### config.mk
export PLATFORM = sky130hd
export DESIGN_NAME = decode_stage
export DESIGN_NICKNAME = d
export VERILOG_FILES = /design/src/rtl/decode_pkg.sv /design/src/rtl/decode_logic.sv /design/src/rtl/decode_stage.sv
export SDC_FILE = /design/constraint.sdc
export NUM_CORES = 1
export LEC_CHECK = 0
export ABC_AREA = 1
export CAP_MARGIN = 20
export CORE_MARGIN = 8
export CORE_UTILIZATION = 60
export CTS_CLUSTER_SIZE = 20
export DETAILED_ROUTE_END_ITERATION = 7
export DONT_BUFFER_PORTS = 1
export PLACE_DENSITY = 0.79
export SLEW_MARGIN = 25
export SYNTH_ARGS = -nofsm -noshare
export SYNTH_HDL_FRONTEND = slang
export SYNTH_SLANG_ARGS = --single-unit
### constraint.sdc
create_clock -name clk -period 7.22 [get_ports clk]
set_clock_uncertainty 0.15 [all_clocks]
set_input_delay 1.444 -clock clk [delete_from_list [all_inputs] [get_ports clk]]
set_output_delay 1.444 -clock clk [all_outputs]
set_load 0.02 [all_outputs]
### src/rtl/decode_pkg.sv
// Shared decode constants, type-bit indices and the decoded bundle layout.
// Immediates are carried outside decoded_t because their width is a module parameter.
package decode_pkg;

  localparam int OP_MSB = 31;
  localparam int OP_LSB = 21;

  localparam int TYPE_MATH    = 0;
  localparam int TYPE_BRANCH  = 1;
  localparam int TYPE_SETFLAG = 2;
  localparam int TYPE_HALT    = 3;
  localparam int TYPE_ILLEGAL = 4;

  localparam logic [10:0] HALT_OPCODE = 11'h7FF;
  localparam logic [2:0]  BRANCH_PAT  = 3'b100;
  localparam logic [4:0]  SETFLAG_PAT = 5'b10100;

  typedef struct packed {
    logic [10:0] opcode;
    logic [4:0]  typ;
    logic [4:0]  reg_in;
    logic [4:0]  reg_a;
    logic [4:0]  reg_b;
    logic [1:0]  regin_src;
    logic [1:0]  alub_src;
    logic        mem_rw;
    logic [3:0]  alu_op;
  } decoded_t;

  function automatic logic [10:0] opcode_of(input logic [31:0] ir);
    return ir[OP_MSB:OP_LSB];
  endfunction

endpackage

### src/rtl/decode_logic.sv
// Combinational instruction decoder: ir -> decoded_t plus extended immediates.
// Latency: 0 cycles (pure logic).
// Backpressure: none; the caller decides when the result is captured.
module decode_logic
  import decode_pkg::*;
#(
  parameter int DATA_WIDTH = 32,
  parameter int LINK_REG   = 31
) (
  input  logic [31:0]           ir,
  output decoded_t              dec,
  output logic [DATA_WIDTH-1:0] imm1_ze,
  output logic [DATA_WIDTH-1:0] imm1_se,
  output logic [DATA_WIDTH-1:0] imm2_ze,
  output logic [DATA_WIDTH-1:0] imm2_se,
  output logic [DATA_WIDTH-1:0] imm3_se
);

  logic [10:0] op;
  logic        is_branch;
  logic        is_setflag;
  logic        is_halt;
  logic [10:0] imm3_raw;

  assign op         = opcode_of(ir);
  assign is_branch  = (op[10:8] == BRANCH_PAT);
  assign is_setflag = (op[10:6] == SETFLAG_PAT);
  assign is_halt    = (op == HALT_OPCODE);
  assign imm3_raw   = {ir[20:16], ir[5:0]};

  always_comb begin
    dec                    = '0;
    dec.opcode             = op;
    dec.typ[TYPE_MATH]     = !op[10];
    dec.typ[TYPE_BRANCH]   = is_branch;
    dec.typ[TYPE_SETFLAG]  = is_setflag;
    dec.typ[TYPE_HALT]     = is_halt;
    dec.typ[TYPE_ILLEGAL]  = op[10] && !(is_branch || is_setflag || is_halt);
    // Link branches (op[7]) always write the link register.
    dec.reg_in             = (is_branch && op[7]) ? 5'(LINK_REG) : ir[20:16];
    dec.reg_a              = ir[15:11];
    dec.reg_b              = ir[10:6];
    dec.regin_src          = op[9:8];
    dec.alub_src           = op[7:6];
    dec.mem_rw             = op[5];
    dec.alu_op             = op[3:0];
  end

  assign imm1_ze = {{(DATA_WIDTH-16){1'b0}}, ir[15:0]};
  assign imm1_se = {{(DATA_WIDTH-16){ir[15]}}, ir[15:0]};
  assign imm2_ze = {{(DATA_WIDTH-11){1'b0}}, ir[10:0]};
  assign imm2_se = {{(DATA_WIDTH-11){ir[10]}}, ir[10:0]};
  assign imm3_se = {{(DATA_WIDTH-11){imm3_raw[10]}}, imm3_raw};

endmodule

### src/rtl/decode_stage.sv
// Buffered decode stage: fetch words queue in a DEPTH-entry FIFO and decode into a registered bundle.
// Latency: 1 cycle when the stage is empty (bypass), otherwise in program order behind queued words.
// Backpressure: in_ready depends only on registered state (halt, FIFO count) and flush, never on out_ready.
module decode_stage
  import decode_pkg::*;
#(
  parameter int DATA_WIDTH = 32,
  parameter int PC_WIDTH   = 32,
  parameter int DEPTH      = 2,
  parameter int LINK_REG   = 31
) (
  input  logic                         clk,
  input  logic                         reset_n,
  input  logic                         flush,
  input  logic                         in_valid,
  output logic                         in_ready,
  input  logic [31:0]                  in_ir,
  input  logic [PC_WIDTH-1:0]          in_pc,
  output logic                         out_valid,
  input  logic                         out_ready,
  output logic [PC_WIDTH-1:0]          out_pc,
  output logic [10:0]                  out_opcode,
  output logic [4:0]                   out_type,
  output logic [4:0]                   out_reg_in,
  output logic [4:0]                   out_reg_a,
  output logic [4:0]                   out_reg_b,
  output logic [DATA_WIDTH-1:0]        out_imm1_ze,
  output logic [DATA_WIDTH-1:0]        out_imm1_se,
  output logic [DATA_WIDTH-1:0]        out_imm2_ze,
  output logic [DATA_WIDTH-1:0]        out_imm2_se,
  output logic [DATA_WIDTH-1:0]        out_imm3_se,
  output logic [1:0]                   out_regin_src,
  output logic [1:0]                   out_alub_src,
  output logic                         out_mem_rw,
  output logic [3:0]                   out_alu_op,
  output logic                         halted,
  output logic [$clog2(DEPTH+2)-1:0]   level
);

  localparam int CW = $clog2(DEPTH + 1);
  localparam int PW = (DEPTH > 1) ? $clog2(DEPTH) : 1;
  localparam int LW = $clog2(DEPTH + 2);

  logic [31:0]         fifo_ir [DEPTH];
  logic [PC_WIDTH-1:0] fifo_pc [DEPTH];
  logic [PW-1:0]       rd_ptr;
  logic [PW-1:0]       wr_ptr;
  logic [CW-1:0]       count;

  logic fifo_empty;
  logic fifo_full;
  logic accept;
  logic load_en;
  logic pop;
  logic bypass;
  logic push;
  logic load;

  logic [31:0]           src_ir;
  logic [PC_WIDTH-1:0]   src_pc;
  decoded_t              src_dec;
  logic [DATA_WIDTH-1:0] src_imm1_ze, src_imm1_se, src_imm2_ze, src_imm2_se, src_imm3_se;

  decoded_t              dec_q;
  logic [PC_WIDTH-1:0]   pc_q;
  logic [DATA_WIDTH-1:0] imm1_ze_q, imm1_se_q, imm2_ze_q, imm2_se_q, imm3_se_q;

  function automatic logic [PW-1:0] ptr_inc(input logic [PW-1:0] p);
    return (p == PW'(DEPTH - 1)) ? '0 : p + PW'(1);
  endfunction

  assign fifo_empty = (count == '0);
  assign fifo_full  = (count == CW'(DEPTH));
  assign in_ready   = !halted && !flush && !fifo_full;
  assign accept     = in_valid && in_ready;
  assign load_en    = !out_valid || out_ready;
  // The queue head always wins over the incoming word so program order holds.
  assign pop        = load_en && !fifo_empty;
  assign bypass     = accept && fifo_empty && load_en;
  assign push       = accept && !bypass;
  assign load       = (pop || bypass) && !flush;

  assign src_ir = fifo_empty ? in_ir : fifo_ir[rd_ptr];
  assign src_pc = fifo_empty ? in_pc : fifo_pc[rd_ptr];

  decode_logic #(
    .DATA_WIDTH (DATA_WIDTH),
    .LINK_REG   (LINK_REG)
  ) u_decode_logic (
    .ir      (src_ir),
    .dec     (src_dec),
    .imm1_ze (src_imm1_ze),
    .imm1_se (src_imm1_se),
    .imm2_ze (src_imm2_ze),
    .imm2_se (src_imm2_se),
    .imm3_se (src_imm3_se)
  );

  always_ff @(posedge clk) begin
    if (push) begin
      fifo_ir[wr_ptr] <= in_ir;
      fifo_pc[wr_ptr] <= in_pc;
    end
  end

  always_ff @(posedge clk or negedge reset_n) begin
    if (!reset_n) begin
      rd_ptr    <= '0;
      wr_ptr    <= '0;
      count     <= '0;
      halted    <= 1'b0;
      out_valid <= 1'b0;
    end else if (flush) begin
      rd_ptr    <= '0;
      wr_ptr    <= '0;
      count     <= '0;
      halted    <= 1'b0;
      out_valid <= 1'b0;
    end else begin
      if (push) wr_ptr <= ptr_inc(wr_ptr);
      if (pop)  rd_ptr <= ptr_inc(rd_ptr);
      if (push && !pop)      count <= count + CW'(1);
      else if (pop && !push) count <= count - CW'(1);
      if (accept && (opcode_of(in_ir) == HALT_OPCODE)) halted <= 1'b1;
      if (load_en) out_valid <= pop || bypass;
    end
  end

  always_ff @(posedge clk or negedge reset_n) begin
    if (!reset_n) begin
      dec_q     <= '0;
      pc_q      <= '0;
      imm1_ze_q <= '0;
      imm1_se_q <= '0;
      imm2_ze_q <= '0;
      imm2_se_q <= '0;
      imm3_se_q <= '0;
    end else if (load) begin
      dec_q     <= src_dec;
      pc_q      <= src_pc;
      imm1_ze_q <= src_imm1_ze;
      imm1_se_q <= src_imm1_se;
      imm2_ze_q <= src_imm2_ze;
      imm2_se_q <= src_imm2_se;
      imm3_se_q <= src_imm3_se;
    end
  end

  assign level         = LW'(count) + LW'(out_valid);
  assign out_pc        = pc_q;
  assign out_opcode    = dec_q.opcode;
  assign out_type      = dec_q.typ;
  assign out_reg_in    = dec_q.reg_in;
  assign out_reg_a     = dec_q.reg_a;
  assign out_reg_b     = dec_q.reg_b;
  assign out_regin_src = dec_q.regin_src;
  assign out_alub_src  = dec_q.alub_src;
  assign out_mem_rw    = dec_q.mem_rw;
  assign out_alu_op    = dec_q.alu_op;
  assign out_imm1_ze   = imm1_ze_q;
  assign out_imm1_se   = imm1_se_q;
  assign out_imm2_ze   = imm2_ze_q;
  assign out_imm2_se   = imm2_se_q;
  assign out_imm3_se   = imm3_se_q;

endmodule

### Word level (Yosys, flattened, before mapping)

Memories as Yosys holds them, arrays and structs flattened.
Index checks and enable logic that the tools add are counted.

* $add $sub $neg: 5
* equal/unequal tests: 5
* muxes and demuxes: 18
* reduce and logical (&&, ||, !) cells: 33

Operator list (count)
* $mux 32: 2
* $eq 11x11->1 const B: 2
* $logic_and 1x1->1: 13
* $mux 1: 12
* $logic_not 1->1: 10
* $reduce_bool 2->1: 4
* $mux 2: 3
* $eq 5x5->1 const B: 1
* $mux 5: 1
* $logic_or 1x1->1: 4
* $eq 3x3->1 const B: 1
* $reduce_bool 3->1: 1
* $add 1x1->1 const B: 2
* $add 2x1->2: 1
* $add 2x1->2 const B: 1
* $eq 2x2->1 const B: 1
* $logic_not 2->1: 1
* $sub 2x1->2 const B: 1

* register bits: 143
* RAM bits: 128
* output and inout bits: 237
* logic and storage cells: 83
* memories kept: 2

Memory list
* fifo_ir: depth 2, width 32, read ports 1, clocked after memory_dff 0, wr ports 1, RTL line decode_stage.sv:44 `logic [31:0] fifo_ir [DEPTH];`
* fifo_pc: depth 2, width 32, read ports 1, clocked after memory_dff 0, wr ports 1, RTL line decode_stage.sv:45 `logic [PC_WIDTH-1:0] fifo_pc [DEPTH];`

### Depth between registers and ports, before layout

* depth after elaboration: 13
* depth in mapped cells: 11
* gate-level depth less buffers: 10

### Cells and area by module

A second synthesis with hierarchy kept.

* cells, all modules: 1645
* area, all modules: 17086.4 µm²

By module, submodules not included
* decode_stage: times used 1, cells an instance 1418, area an instance 15489.9 µm²
* decode_logic: times used 1, cells an instance 227, area an instance 1596.5 µm²

### Worst setup path before layout

No wires, ideal clock.

* kind: input -> register
* from: input port flush
* to: memory fifo_ir[0][0] (enable)
* library setup time: 0.487 ns
* arrival time: 4.657 ns
* data required time: 6.583 ns
* slack: 1.926 ns
* stages on the path: 5
* path buffers: 0
* path through: nor2_1 -> nand3_2 -> inv_1 -> o21ai_0 -> nor2_1

* word-level cells in the longest chain between the ends: 10

Ends and longest elaborated chain
* start, declared: RTL line decode_stage.sv:14 `input logic flush,`
* $logic_not 1->1 (*): RTL line decode_stage.sv:74 `assign in_ready = !halted && !flush && !fifo_full;`
* $logic_and 1x1->1 (*) (2 in series): RTL line decode_stage.sv:74
* $logic_and 1x1->1 (*): RTL line decode_stage.sv:75 `assign accept = in_valid && in_ready;`
* $logic_and 1x1->1 (2 in series): RTL line decode_stage.sv:79 `assign bypass = accept && fifo_empty && load_en;`
* $logic_not 1->1: RTL line decode_stage.sv:80 `assign push = accept && !bypass;`
* $logic_and 1x1->1 (*): RTL line decode_stage.sv:80
* $mux 1 (*): RTL line decode_stage.sv:100 `if (push) begin`
* $mux 1 (implied by the code) (*): RTL line decode_stage.sv:101 `fifo_ir[wr_ptr] <= in_ir;`
* end, declared: RTL line decode_stage.sv:44

Every way passes the cells marked *; elsewhere a longest branch is shown, timed or not.

### Worst setup path after layout

* from: input port flush
* to: memory fifo_ir[1][15] (enable)

The elaborated chain is that of the path after synthesis.

==> impl_metrics.py <==
metrics = {
    "outcome": {
        "status": "complete, no violations",
    },
    "power": {
        "seq_power_share_pct": 49.2,
        "p_leak_uw": 0.003726,
        "irDropWorstVdd_v": 0.0004484,
        "p_int_uw": 2550,
        "pwr-share-clk_pct": 22.9,
        "combinationalPowerShare_pct": 27.8,
        "switching_share_pct": 46.95,
        "switching_power_uw": 2257,
        "p_per_area_mw_per_mm2": 515.8,
    },
    "job": {
        "maxCapViolations": 0,
    },
    "critical_path": {
        "critPathArrivalTime_ns": 3.59,
        "r2r_start": "count[1]$_DFFE_PN0P_",
        "crit_path_max_fanout": 33,
        "crit_path_start": "flush",
        "crit_type": "in -> reg",
        "required_ns": 7.20,
        "endpoint_kind": "flip-flop",
        "cp-start-kind": "input port",
    },
    "routing": {
        "final_antenna_net_count": 0,
        "wire_per_inst_microns": 19.41,
        "vias": 5469,
        "routed_via_density": 5.378,
        "dr.pass1.iters": 5,
        "routed_wl_mm": 19.74,
        "drc_errors": 0,
        "drt-initial-drc-count": 308,
    },
    "yosys": {
        "syn_area_sq_mm": 0.009492,
        "synth-edff-count": 128,
        "yosysWarnings": 0,
        "synthTopCellsByCount": "nand2_1 (252), buf_4 (160), edfxtp_1 (128)",
        "ys.flop_type": "edfxtp_1",
        "synthCells": 917,
        "seq_area_frac_synth_pct": 61.59,
        "synth_top_area_cell": "edfxtp_1",
        "avgSynthCellArea_sq_um": 10.35,
        "synth_cell_types": 28,
        "synth_top_cells_by_area": "edfxtp_1 (40%), dfrtp_1 (21%), buf_4 (13%)",
        "synth.most_common_cell": "nand2_1",
        "synth_seq_cells": 208,
        "async_flop_share_pct": 38.46,
        "synth_top_area_share_pct": 40.50,
    },
    "finish": {
        "nets": 855,
        "fin_util_pct": 59.53,
        "diodes": 0,
        "design_area_sq_mm": 0.009320,
        "layout-drive-gt1-share_pct": 7.491,
        "syn2layout_area_growth_pct": -1.806,
        "n_fill_cell": 1272,
    },
    "timing": {
        "setup_tns_ns": 0,
        "hold_viol": 0,
        "drv_slew": 0,
        "period_share_pct": 49.98,
        "timing.final.ws_setup_ns": 3.611,
        "fin_crit_ns": 3.609,
        "maxSlewHeadroom_pct": 28.37,
        "setup_viol": 0,
        "worstMarginPinSlew_ns": 1.074,
        "rsz0062_at_grt": "false",
        "fmax_ghz": 0.2771,
    },
    "cts": {
        "cts_sinks": 208,
        "clockBufferDepth": 3,
        "postCtsHoldBufs": 0,
        "clock_latency_ns": 0.50,
        "cts_buffers": 22,
        "cts_tree": "yes",
        "cts_setup_buffers": 0,
        "cts_root_buffer": "clkbuf_16",
        "path_clk_slew_ns": 0.06,
        "cts_htree_levels": 1,
        "cts-resized-gates": 0,
    },
    "grt": {
        "grt.overflow.total": 0,
        "grt_start_max_net_pins": 117,
        "grt_pass1_vias": 5312,
        "antenna_found_initial": 0,
        "grt_first_pass_wirelength_mm": 30.23,
        "grt_usage_pct": 19.10,
    },
    "floorplan": {
        "die_w_microns": 141.8,
        "num_rows": 46,
        "start_util_pct": 60.63,
        "dieArea_sq_mm": 0.02010,
        "io_pins": 306,
        "core_area_sq_mm": 0.01566,
        "fp.dieH_microns": 141.8,
    },
    "place": {
        "place.port_buffers": 0,
        "gp_congestion": 0.7260,
        "placed_area_sq_mm": 0.008581,
        "place.detailed.hpwl_mm": 12.54,
        "dp_slack_ns": 3.057,
    },
    "min_path": {
        "worstHoldStart": "wr_ptr$_DFFE_PN0P_",
        "hold_class": "reg -> reg",
    },
}
## final timing paths
kind | slack (ns) | endpoint | cells after the start
worst max-delay path | 3.61 | fifo_ir[1][15]$_DFFE_PP_ | 6
worst min register to register | 0.43 | wr_ptr$_DFFE_PN0P_ | 1
min in group asynchronous | 0.48 | out_opcode[3]$_DFFE_PN0P_ | 0
max in group asynchronous | 6.29 | out_reg_a[4]$_DFFE_PN0P_ | 0
worst max register to register | 3.77 | fifo_ir[1][15]$_DFFE_PP_ | 5
worst min-delay path | 0.43 | wr_ptr$_DFFE_PN0P_ | 1
## through the flow
stage          std cells  hold slack (ns)  power [uW]
3_5_place_dp         976           0.4270        3743
4_1_cts             1016           0.4319        4852
3_3_place_gp         976           0.4164        3691
5_1_grt             1017           0.4636        5121
6_report            1017           0.4340        4807
2_1_floorplan        953           0.3343        3895
## final cells by class
type	count	area, sq um	share of cell area, %
Clock buffer	24	568.0	6.095
Tap cell	216	270.3	2.900
Inverter	14	57.56	0.6175
Timing Repair Buffer	7	56.30	0.6041
Multi-Input combinational cell	532	2359	25.31
Clock inverter	16	151.4	1.624
Sequential cell	208	5858	62.85
## power groups by stage
stage	Clock (uW)	Sequential, uW	Combinational (uW)
after CTS	1120	2380	1350
after global routing	1180	2420	1520
after floorplan	0	2030	1860
final	1100	2370	1340
after global placement	0	2390	1300
after detailed placement	0	2400	1340
## routing by layer
layer / routed length, microns / track usage, %
met5: 0 / 0
met4: 395 / 5.879
met2: 10140 / 33.43
met3: 1742 / 5.780
met1: 7462 / 22.10
## logic make-up after synthesis
logic type | after synthesis | synth area share [%]
xor gates and xnor gates | 2 | 0.1846
other | 1 | 0.03951
and+or+nand+nor | 365 | 15.42
buffers and inverters | 213 | 15.37
adders and majority gates | 1 | 0.1318
DFF | 208 | 61.59
AOI/OAI and AO/OA | 127 | 7.263
## critical path, cell delays in order
cell and delay [ns]:
nor2_1 0.16, nand3_2 0.14, inv_1 0.11, o21ai_0 0.28, nor2_4 0.84, buf_4 0.57
## state kept, by name, indices dropped and copies added, names as in the netlist, 2 cells and up
name         flops
fifo_ir         64
fifo_pc         64
out_pc          32
out_opcode      11
out_imm2_se      6
out_imm3_se      5
out_reg_a        5
out_reg_in       5
out_type         5
out_reg_b        4
count            2
## placed cells by master (no fill, tap or decap), drive strengths merged, types with 10 or more instances in the layout
master / Yosys / routed
nor2: 48 / 48
edfxtp: 128 / 128
dfrtp: 80 / 80
nand2: 252 / 252
inv: 13 / 14
conb: 1 / 37
nand3: 61 / 61
clkbuf: 17 / 25
o21ai: 106 / 106
clkinv: 1 / 10
Power figures use the tool's default switching activity.
